**config.mk**
```make
export PLATFORM = sky130hd
export DESIGN_NAME = mem_port_arbiter
export DESIGN_NICKNAME = d
export VERILOG_FILES = /design/src/rtl/mem_port_arbiter.sv
export SDC_FILE = /design/constraint.sdc
export NUM_CORES = 1
export LEC_CHECK = 0
export ABC_AREA = 1
export BUFFER_PORTS_ARGS = -buffer_cell sky130_fd_sc_hd__buf_2
export CORE_UTILIZATION = 43
export DETAILED_ROUTE_END_ITERATION = 7
export PLACE_DENSITY = 0.79
export SLEW_MARGIN = 0
export SYNTH_ARGS = -nofsm -noshare
export SYNTH_HDL_FRONTEND = slang
export SYNTH_SLANG_ARGS = --single-unit
export TNS_END_PERCENT = 100
```
**constraint.sdc**
```tcl
create_clock -name clk -period 2 [get_ports clk]
set_clock_uncertainty 0.2 [all_clocks]
set_input_delay 0.6 -clock clk [delete_from_list [all_inputs] [get_ports clk]]
set_output_delay 0.6 -clock clk [all_outputs]
set_load 0.02 [all_outputs]
```
**src/rtl/mem_port_arbiter.sv**
```systemverilog
// Round-robin arbiter sharing one cache request port among NUM_REQ load/store units.
// One request in flight at a time. A timeout guard completes a stalled access with an error.
module mem_port_arbiter #(
    parameter int NUM_REQ = 4,
    parameter int ADDR_W  = 12,
    parameter int DATA_W  = 8,
    parameter int TIMEOUT = 16
) (
    input  logic                        clk,
    input  logic                        rst,
    input  logic [NUM_REQ-1:0]          req_valid,
    input  logic [NUM_REQ-1:0]          req_write,
    input  logic [NUM_REQ*ADDR_W-1:0]   req_addr,
    input  logic [NUM_REQ*DATA_W-1:0]   req_wdata,
    output logic [NUM_REQ-1:0]          req_gnt,
    output logic [NUM_REQ-1:0]          req_err,
    output logic [DATA_W-1:0]           rsp_rdata,
    output logic                        mem_valid,
    output logic                        mem_write,
    output logic [ADDR_W-1:0]           mem_addr,
    output logic [DATA_W-1:0]           mem_wdata,
    input  logic                        mem_ready,
    input  logic                        mem_done,
    input  logic [DATA_W-1:0]           mem_rdata,
    output logic                        busy,
    output logic [$clog2(NUM_REQ)-1:0]  owner
);

    localparam int IDW = $clog2(NUM_REQ);
    localparam int CW  = $clog2(TIMEOUT);

    typedef enum logic [1:0] {IDLE, ISSUE, WAIT, RESP} state_t;

    state_t             state_q, state_d;
    logic [IDW-1:0]     ptr_q, ptr_d;
    logic [IDW-1:0]     id_q, id_d;
    logic               write_q, write_d;
    logic [ADDR_W-1:0]  addr_q, addr_d;
    logic [DATA_W-1:0]  wdata_q, wdata_d;
    logic [CW-1:0]      cnt_q, cnt_d;
    logic               err_q, err_d;
    logic [DATA_W-1:0]  rdata_q, rdata_d;

    logic               pick_vld;
    logic [IDW-1:0]     pick_id;
    logic [IDW-1:0]     idx;

    // First requester at or above ptr, wrapping around.
    always_comb begin
        pick_vld = 1'b0;
        pick_id  = '0;
        idx      = '0;
        for (int k = 0; k < NUM_REQ; k++) begin
            idx = IDW'((int'(ptr_q) + k) % NUM_REQ);
            if (!pick_vld && req_valid[idx]) begin
                pick_vld = 1'b1;
                pick_id  = idx;
            end
        end
    end

    always_comb begin
        state_d = state_q;
        ptr_d   = ptr_q;
        id_d    = id_q;
        write_d = write_q;
        addr_d  = addr_q;
        wdata_d = wdata_q;
        cnt_d   = cnt_q;
        err_d   = err_q;
        rdata_d = rdata_q;
        case (state_q)
            IDLE: begin
                if (pick_vld) begin
                    id_d    = pick_id;
                    write_d = req_write[pick_id];
                    addr_d  = req_addr[int'(pick_id)*ADDR_W +: ADDR_W];
                    wdata_d = req_wdata[int'(pick_id)*DATA_W +: DATA_W];
                    cnt_d   = '0;
                    err_d   = 1'b0;
                    state_d = ISSUE;
                end
            end
            ISSUE, WAIT: begin
                cnt_d = cnt_q + 1'b1;
                // A completion in the expiry cycle still counts as success.
                if (mem_done) begin
                    rdata_d = mem_rdata;
                    state_d = RESP;
                end else if (cnt_q == CW'(TIMEOUT-1)) begin
                    err_d   = 1'b1;
                    state_d = RESP;
                end else if (state_q == ISSUE && mem_ready) begin
                    state_d = WAIT;
                end
            end
            RESP: begin
                ptr_d   = (int'(id_q) == NUM_REQ-1) ? '0 : id_q + 1'b1;
                state_d = IDLE;
            end
            default: state_d = IDLE;
        endcase
    end

    always_ff @(posedge clk) begin
        if (rst) begin
            state_q <= IDLE;
            ptr_q   <= '0;
            id_q    <= '0;
            write_q <= 1'b0;
            addr_q  <= '0;
            wdata_q <= '0;
            cnt_q   <= '0;
            err_q   <= 1'b0;
            rdata_q <= '0;
        end else begin
            state_q <= state_d;
            ptr_q   <= ptr_d;
            id_q    <= id_d;
            write_q <= write_d;
            addr_q  <= addr_d;
            wdata_q <= wdata_d;
            cnt_q   <= cnt_d;
            err_q   <= err_d;
            rdata_q <= rdata_d;
        end
    end

    assign mem_valid = (state_q == ISSUE);
    assign mem_write = write_q;
    assign mem_addr  = addr_q;
    assign mem_wdata = wdata_q;
    assign busy      = (state_q != IDLE);
    assign owner     = id_q;
    assign rsp_rdata = rdata_q;
    assign req_gnt   = (state_q == RESP) ? ({{(NUM_REQ-1){1'b0}}, 1'b1} << id_q) : '0;
    assign req_err   = req_gnt & {NUM_REQ{err_q}};

endmodule
```
==> qor.csv, run 1 <==
stage;metric;value;unit
outcome;status;complete, but fails checks;
outcome;failing checks;setup timing;
global_routing;pin count of the biggest net entering global routing;43;
timing;f_max;0.454;GHz
cts;total clock sinks;40;
timing;RSZ-0062 raised after global routing;true;
placed_design;GP Congestion;0.900;
power_and_ir_drop;Combinational Power Share;70.1;%
timing;Slew Viols, Final;0;
floorplan;die height;87.5;microns
placed_design;Post-Place Worst Slack;-393;ps
layout;area delta synth->final;56.4;%
power_and_ir_drop;power share of the clock group;10.4;%
layout;fin nets;812;
cts;Num CTS Buffers;5;
power_and_ir_drop;Sw Ratio;48.6;%
layout;commonest cells after routing, fill and taps aside;buf_2 (135), inv_1 (118), nand2_1 (80);
timing;setup ws final;-203;ps
setup_path;worst path cell trace;buf_8 > nand2_2 > nand3_2 > nand2_2 > inv_2 > nand2_2 > nand2_4 > nand3_4 > clkbuf_16 > nand2_2 > nand3_2 > nand3_2 > nand2_1 > inv_1;
routing;WL final;11500;microns
layout;Post-Layout Inst Area;0.00492;sq mm
cts;CTS Hold Bufs;0;
routing;DRC Markers;0;
placed_design;HPWL Detailed;7160;microns
global_routing;first-pass GRT wire length;15600;microns
synthesis;Synth cell types;24;
routing;WL/cell;14.4;microns
layout;area of the multi-input gates;0.00209;sq mm
timing;final worst path period share;110;%
min_path;Worst Hold Depth;2;
timing;Slew headroom;76.4;%
setup_path;reg2reg setup slack;-200;ps
timing;Final Hold Fails;0;
min_path;hold path start;rsp_rdata[0]$_SDFFE_PP0P_;
setup_path;Slowest-stage cell, CP;dfxtp_4;
routing;Detailed Routing Iterations Pass 1;5;
synthesis;area of the mapped netlist;0.00314;sq mm
global_routing;initial antenna violation count;0;
setup_path;Largest stage delay, worst path;430;ps
synthesis;sequential area share after synthesis;25.5;%
setup_path;crit path DAT;2250;ps
timing;Slew @ Worst Pin;350;ps
layout;Filler cells;523;
cts;CTS Buffer Depth;2;
synthesis;#FFs+latches synth;40;
routing;First DRT Iteration DRCs;439;
setup_path;Top cell by count, worst path;nand2_2;
floorplan;Starting Density;45.3;%
layout;fraction of layout cells with a size suffix above 1;42.0;%
setup_path;crit path max fanout;7;
power_and_ir_drop;Total Power;0.00703;W
floorplan;Die ar.;0.00766;sq mm
synthesis;Syn Inst Count;545;
placed_design;Placed Instances;777;
global_routing;number of global-route vias before repair;3592;
cts;Root Buffer;clkbuf_8;
layout;Layout Cells excl Fill;800;
cts;CTS tree;done;
min_path;hold crit path type;register to register;
routing;routed vias;4204;
job;max cap viols;0;
timing;crit path time final;2200;ps
routing;post-route antenna net violation count;0;
power_and_ir_drop;P_sw;0.00342;W
placed_design;PortBufs;140;
synthesis;Syn. warnings;0;
min_path;Hold EP;rsp_rdata[0]$_SDFFE_PP0P_;
layout;n_diodes;0;
floorplan;Die Span X;87.5;microns
synthesis;syn_nets;654;
floorplan;# IOs;141;
layout;commonest non-fill, non-tap cell in the layout;buf_2;
synthesis;Avg Inst Size Synth;5.77;sq um
setup_path;worst flop-to-flop path startpoint;ptr_q[0]$_SDFFE_PP0P_;
setup_path;Data required, critical path;2050;ps
cts;CTS H-Tree Depth;2;
global_routing;gr usage total;26.2;%
floorplan;Placeable Area;0.00694;sq mm
setup_path;RR Endpoint;mem_wdata[2]$_SDFFE_PP0P_;
placed_design;Cell Area, Placed;0.00408;sq mm
power_and_ir_drop;Reg power frac;19.5;%
power_and_ir_drop;Cell Int Power;0.00361;W
layout;Finished Core Util;70.8;%
layout;Seq. cell area;823;sq um
setup_path;R2R cell count;14;
global_routing;Overflow after GRT;0;
timing;Final Setup Violations;33;
power_and_ir_drop;worst ir drop on vdd;0.770;mV
setup_path;WS Path Type;register to register;
routing;vias per std cell;5.26;
cts;Worst-Skew Late Latency;310;ps
power_and_ir_drop;leakage power;2.90;nW
cts;clock-pin slew on the worst setup and hold paths;90;ps
floorplan;Cell Rows;30;
power_and_ir_drop;pwr/cell area;1430;mW/mm^2
setup_path;CP Launch Type;register;
setup_path;crit end category;register;
cells by family after synthesis:
family	synth area share, %
flops	25.5
fa+ha+maj	3.58
xor+xnor	0.557
simple gates	44.2
buf+inv	21.1
compound gates	5.01
flip-flops by register name (all words and copies together) (netlist names):
register / count
rsp_rdata: 8
err_q: 1
owner: 2
cnt_q: 4
mem_addr: 12
mem_write: 1
mem_wdata: 8
state_q: 2
ptr_q: 2
repair_timing:
action,in CTS,in global routing
cloned,2,4
resized for setup,39,105
setup endpoints to repair,38,38
pin swaps,9,21
setup buffers,3,7
worst max path at each step:
| stage | from | endpoint | slack [ps] | cells past startpoint |
|---|---|---|---|---|
| after global placement | req_valid[3] | mem_write$_SDFFE_PP0P_ | -320 | 14 |
| after global routing | ptr_q[0]$_SDFFE_PP0P_ | mem_wdata[0]$_SDFFE_PP0P_ | -320 | 14 |
| final | ptr_q[0]$_SDFFE_PP0P_ | mem_wdata[2]$_SDFFE_PP0P_ | -200 | 14 |
| after floorplan | req_valid[3] | mem_addr[10]$_SDFFE_PP0P_ | 3 | 13 |
| after detailed placement | req_valid[2] | mem_write$_SDFFE_PP0P_ | -390 | 14 |
| after CTS | ptr_q[0]$_SDFFE_PP0P_ | mem_wdata[6]$_SDFFE_PP0P_ | -40 | 14 |
per-stage QoR:
step | hold slack (ps) | setup TNS (ps)
5_1_grt | 316 | -7290
4_1_cts | 290 | -363
3_5_place_dp | 274 | -8620
2_1_floorplan | 257 | 0
3_3_place_gp | 261 | -6470
6_report | 286 | -3500
worst max-delay path, delay by kind of cell (launching register included):
family | cells | cell delay, ps
DFF | 1 | 430
buffers and inverters | 4 | 540
and+or+nand+nor | 10 | 940
area by class of cell:
type                            instances  area share, %
Timing Repair Buffer                  182           25.6
Sequential cell                        40           16.7
Clock inverter                          2          0.789
Multi-Input combinational cell        344           42.4
Clock buffer                            6           1.68
Inverter                              130           10.3
Tap cell                               96           2.44
power groups by stage:
stage                     Clock (W)  Combinational [W]  Sequential (W)
after floorplan                   0            0.00220         0.00155
after global placement            0            0.00357         0.00128
after detailed placement          0            0.00363         0.00129
after CTS                  0.000725            0.00397         0.00131
after global routing       0.000776            0.00533         0.00141
final                      0.000732            0.00493         0.00137
cells in the mapped netlist (all sizes together):
library cell / n / area, sq um
inv: 130 / 488
nand2: 114 / 440
nand3: 75 / 405
nor2: 70 / 270
nand4: 44 / 275
dfxtp: 40 / 801
buf: 26 / 158
o21ai: 20 / 100
ha: 9 / 113
a21oi: 8 / 40.0
clkbuf: 5 / 18.8
a211oi: 1 / 7.51
o211a: 1 / 10.0
xnor2: 1 / 8.76
xor2: 1 / 8.76
routing by layer:
metal / routed length, microns / part of all wire, % / up-vias / GRT usage [%]
met2: 5520 / 48 / 246 / 44.5
met3: 887 / 7.7 / 56 / 5.50
met1: 4680 / 41 / 1898 / 31.7
met4: 440 / 3.8 / 0 / 11.6
met5: 0 / 0 / - / 0
li1: - / - / 2004 / -
(Power assumes the default switching activity.)
==> run 2, diff against run 1 <==
CORE_UTILIZATION = 45   (was 43)
GPL_TIMING_DRIVEN = 0   (was not set)
clock period = 2.8 ns   (was 2 ns; I/O delays follow)
==> qor.csv, run 2 (synthesis results as in run 1) <==
stage;metric;value;unit;change
global_routing;number of global-route vias before repair;3390;;-5.6%
power_and_ir_drop;leakage power;2.58;nW;-11%
global_routing;first-pass GRT wire length;14800;microns;-5.4%
floorplan;Starting Density;46.5;%;+1.3 points
timing;f_max;0.396;GHz;
outcome;status;completed;;
cts;CTS H-Tree Depth;2;;unchanged
timing;Slew @ Worst Pin;534;ps;+184 ps
cts;Worst-Skew Late Latency;300;ps;about the same
power_and_ir_drop;pwr/cell area;943;mW/mm^2;-34%
floorplan;# IOs;141;;unchanged
min_path;hold crit path type;register to register;;
layout;area delta synth->final;29.0;%;
cts;total clock sinks;40;;unchanged
layout;Finished Core Util;60.0;%;-11 points
floorplan;Die ar.;0.00733;sq mm;-4.3%
layout;max FFs per register;12;;unchanged
routing;WL/cell;11.7;microns;-19%
layout;n_diodes;0;;unchanged
cts;Resized cells post-CTS;0;;-100%
layout;commonest cells after routing, fill and taps aside;buf_2 (157), inv_1 (125), nand2_1 (109);;
setup_path;Data required, critical path;1760;ps;-290 ps
setup_path;crit path DAT;1490;ps;-760 ps
cts;CTS Buffer Depth;2;;unchanged
setup_path;CP delay by family, top;buffers and inverters;;
layout;Filler cells;680;;+30%
routing;First DRT Iteration DRCs;230;;-48%
routing;vias per std cell;4.98;;-5.2%
floorplan;Die Span X;85.6;microns;-2.2%
cts;Root Buffer;clkbuf_8;;
setup_path;CP Launch Type;register;;
routing;post-route antenna net violation count;0;;unchanged
routing;DRC Markers;0;;unchanged
cts;clock-pin slew on the worst setup and hold paths;80;ps;about the same
placed_design;HPWL Detailed;6980;microns;-2.5%
timing;Final Hold Fails;0;;unchanged
setup_path;Slowest-stage cell, CP;dfxtp_1;;
power_and_ir_drop;worst ir drop on vdd;0.383;mV;-50%
floorplan;die height;85.6;microns;-2.2%
global_routing;gr usage total;24.7;%;-1.4 points
floorplan;Placeable Area;0.00676;sq mm;-2.7%
timing;Slew headroom;64.4;%;-12 points
floorplan;Cell Rows;30;;unchanged
routing;routed vias;3846;;-8.5%
cts;Num CTS Buffers;5;;unchanged
cts;CTS tree;done;;
global_routing;initial antenna violation count;0;;unchanged
routing;Detailed Routing Iterations Pass 1;5;;unchanged
setup_path;WS Path Type;register to output pin;;
placed_design;PortBufs;139;;-0.71%
cts;CTS Hold Bufs;0;;unchanged
timing;crit path time final;2530;ps;
layout;commonest non-fill, non-tap cell in the layout;buf_2;;
timing;RSZ-0062 raised after global routing;false;;
setup_path;crit end category;output pin;;
timing;final worst path period share;90.2;%;
setup_path;worst path cell trace;ha_1 > clkbuf_1 > nand2_1 > nor2_1 > buf_2;;
job;max cap viols;0;;unchanged
global_routing;Overflow after GRT;0;;unchanged
placed_design;GP Congestion;0.879;;-2.3%
routing;WL final;9060;microns;-21%
layout;fraction of layout cells with a size suffix above 1;26.9;%;-15 points
setup_path;Largest stage delay, worst path;370;ps;-60 ps
layout;fin nets;800;;-1.5%
timing;Slew Viols, Final;0;;unchanged
setup_path;crit path max fanout;9;;+2
cts;setup bufs post-CTS;0;;-3
setup_path;Worst Path Buf+Inv;2;;-2
timing;final setup TNS;0;ps;+3500 ps
timing;Final Setup Violations;0;;-100%
global_routing;pin count of the biggest net entering global routing;15;;-65%
## run 2: cell count changes in the layout (fill, tap and decap cells not counted), sizes merged
cell and delta:
buf -14, clkinv +1, clkbuf +1
## run 2: cell type report
class	count	area, sq um	share of cell area, %
Clock inverter	3	47.5	1.17
Multi-Input combinational cell	344	1680	41.4
Sequential cell	40	801	19.7
Buffer	31	176	4.35
Timing Repair Buffer	139	696	17.1
Clock buffer	5	68.8	1.70
Inverter	130	488	12.0
Tap cell	80	100	2.47
## run 2: final timing paths
kind	from	endpoint	slack (ps)	cells past startpoint
setup / recovery	state_q[0]$_SDFFE_PP0P_	req_err[0]	270	5
setup reg to reg	ptr_q[0]$_SDFFE_PP0P_	mem_wdata[4]$_SDFFE_PP0P_	570	13
hold / removal	rsp_rdata[4]$_SDFFE_PP0P_	rsp_rdata[4]$_SDFFE_PP0P_	290	2
hold reg to reg	rsp_rdata[4]$_SDFFE_PP0P_	rsp_rdata[4]$_SDFFE_PP0P_	290	2
## run 2: worst min-delay path: stages (launching register included)
cell and delay, ps:
dfxtp_1 330, nor2_1 40, nor2_1 90
## run 2: power by group
group | total, W | switching, W | internal [W] | leakage, nW
Clock | 0.000499 | 0.000231 | 0.000269 | 0.0583
Sequential | 0.000904 | 0.000127 | 0.000777 | 0.331
Combinational | 0.00242 | 0.00158 | 0.000841 | 2.19
Total | 0.00383 | 0.00194 | 0.00189 | 2.58
## run 2: per-layer routing
metal	wire, microns	track usage [%]	vias up
li1	-	-	1973
met1	3990	31.9	1693
met2	4350	42.7	168
met3	603	4.14	12
met4	122	6.67	0
met5	0	0	-
## run 2: through the flow
stage / instances / cell area [sq um] / setup slack [ps] / hold WS, ps / power, W
2_1_floorplan: 545 / 3140 / 524 / 258 / 0.00266
3_3_place_gp: 764 / 3940 / 171 / 262 / 0.00325
3_5_place_dp: 764 / 3940 / 145 / 276 / 0.00331
4_1_cts: 772 / 4060 / 264 / 293 / 0.00382
5_1_grt: 772 / 4060 / 130 / 322 / 0.00420
6_report: 772 / 4060 / 274 / 291 / 0.00383
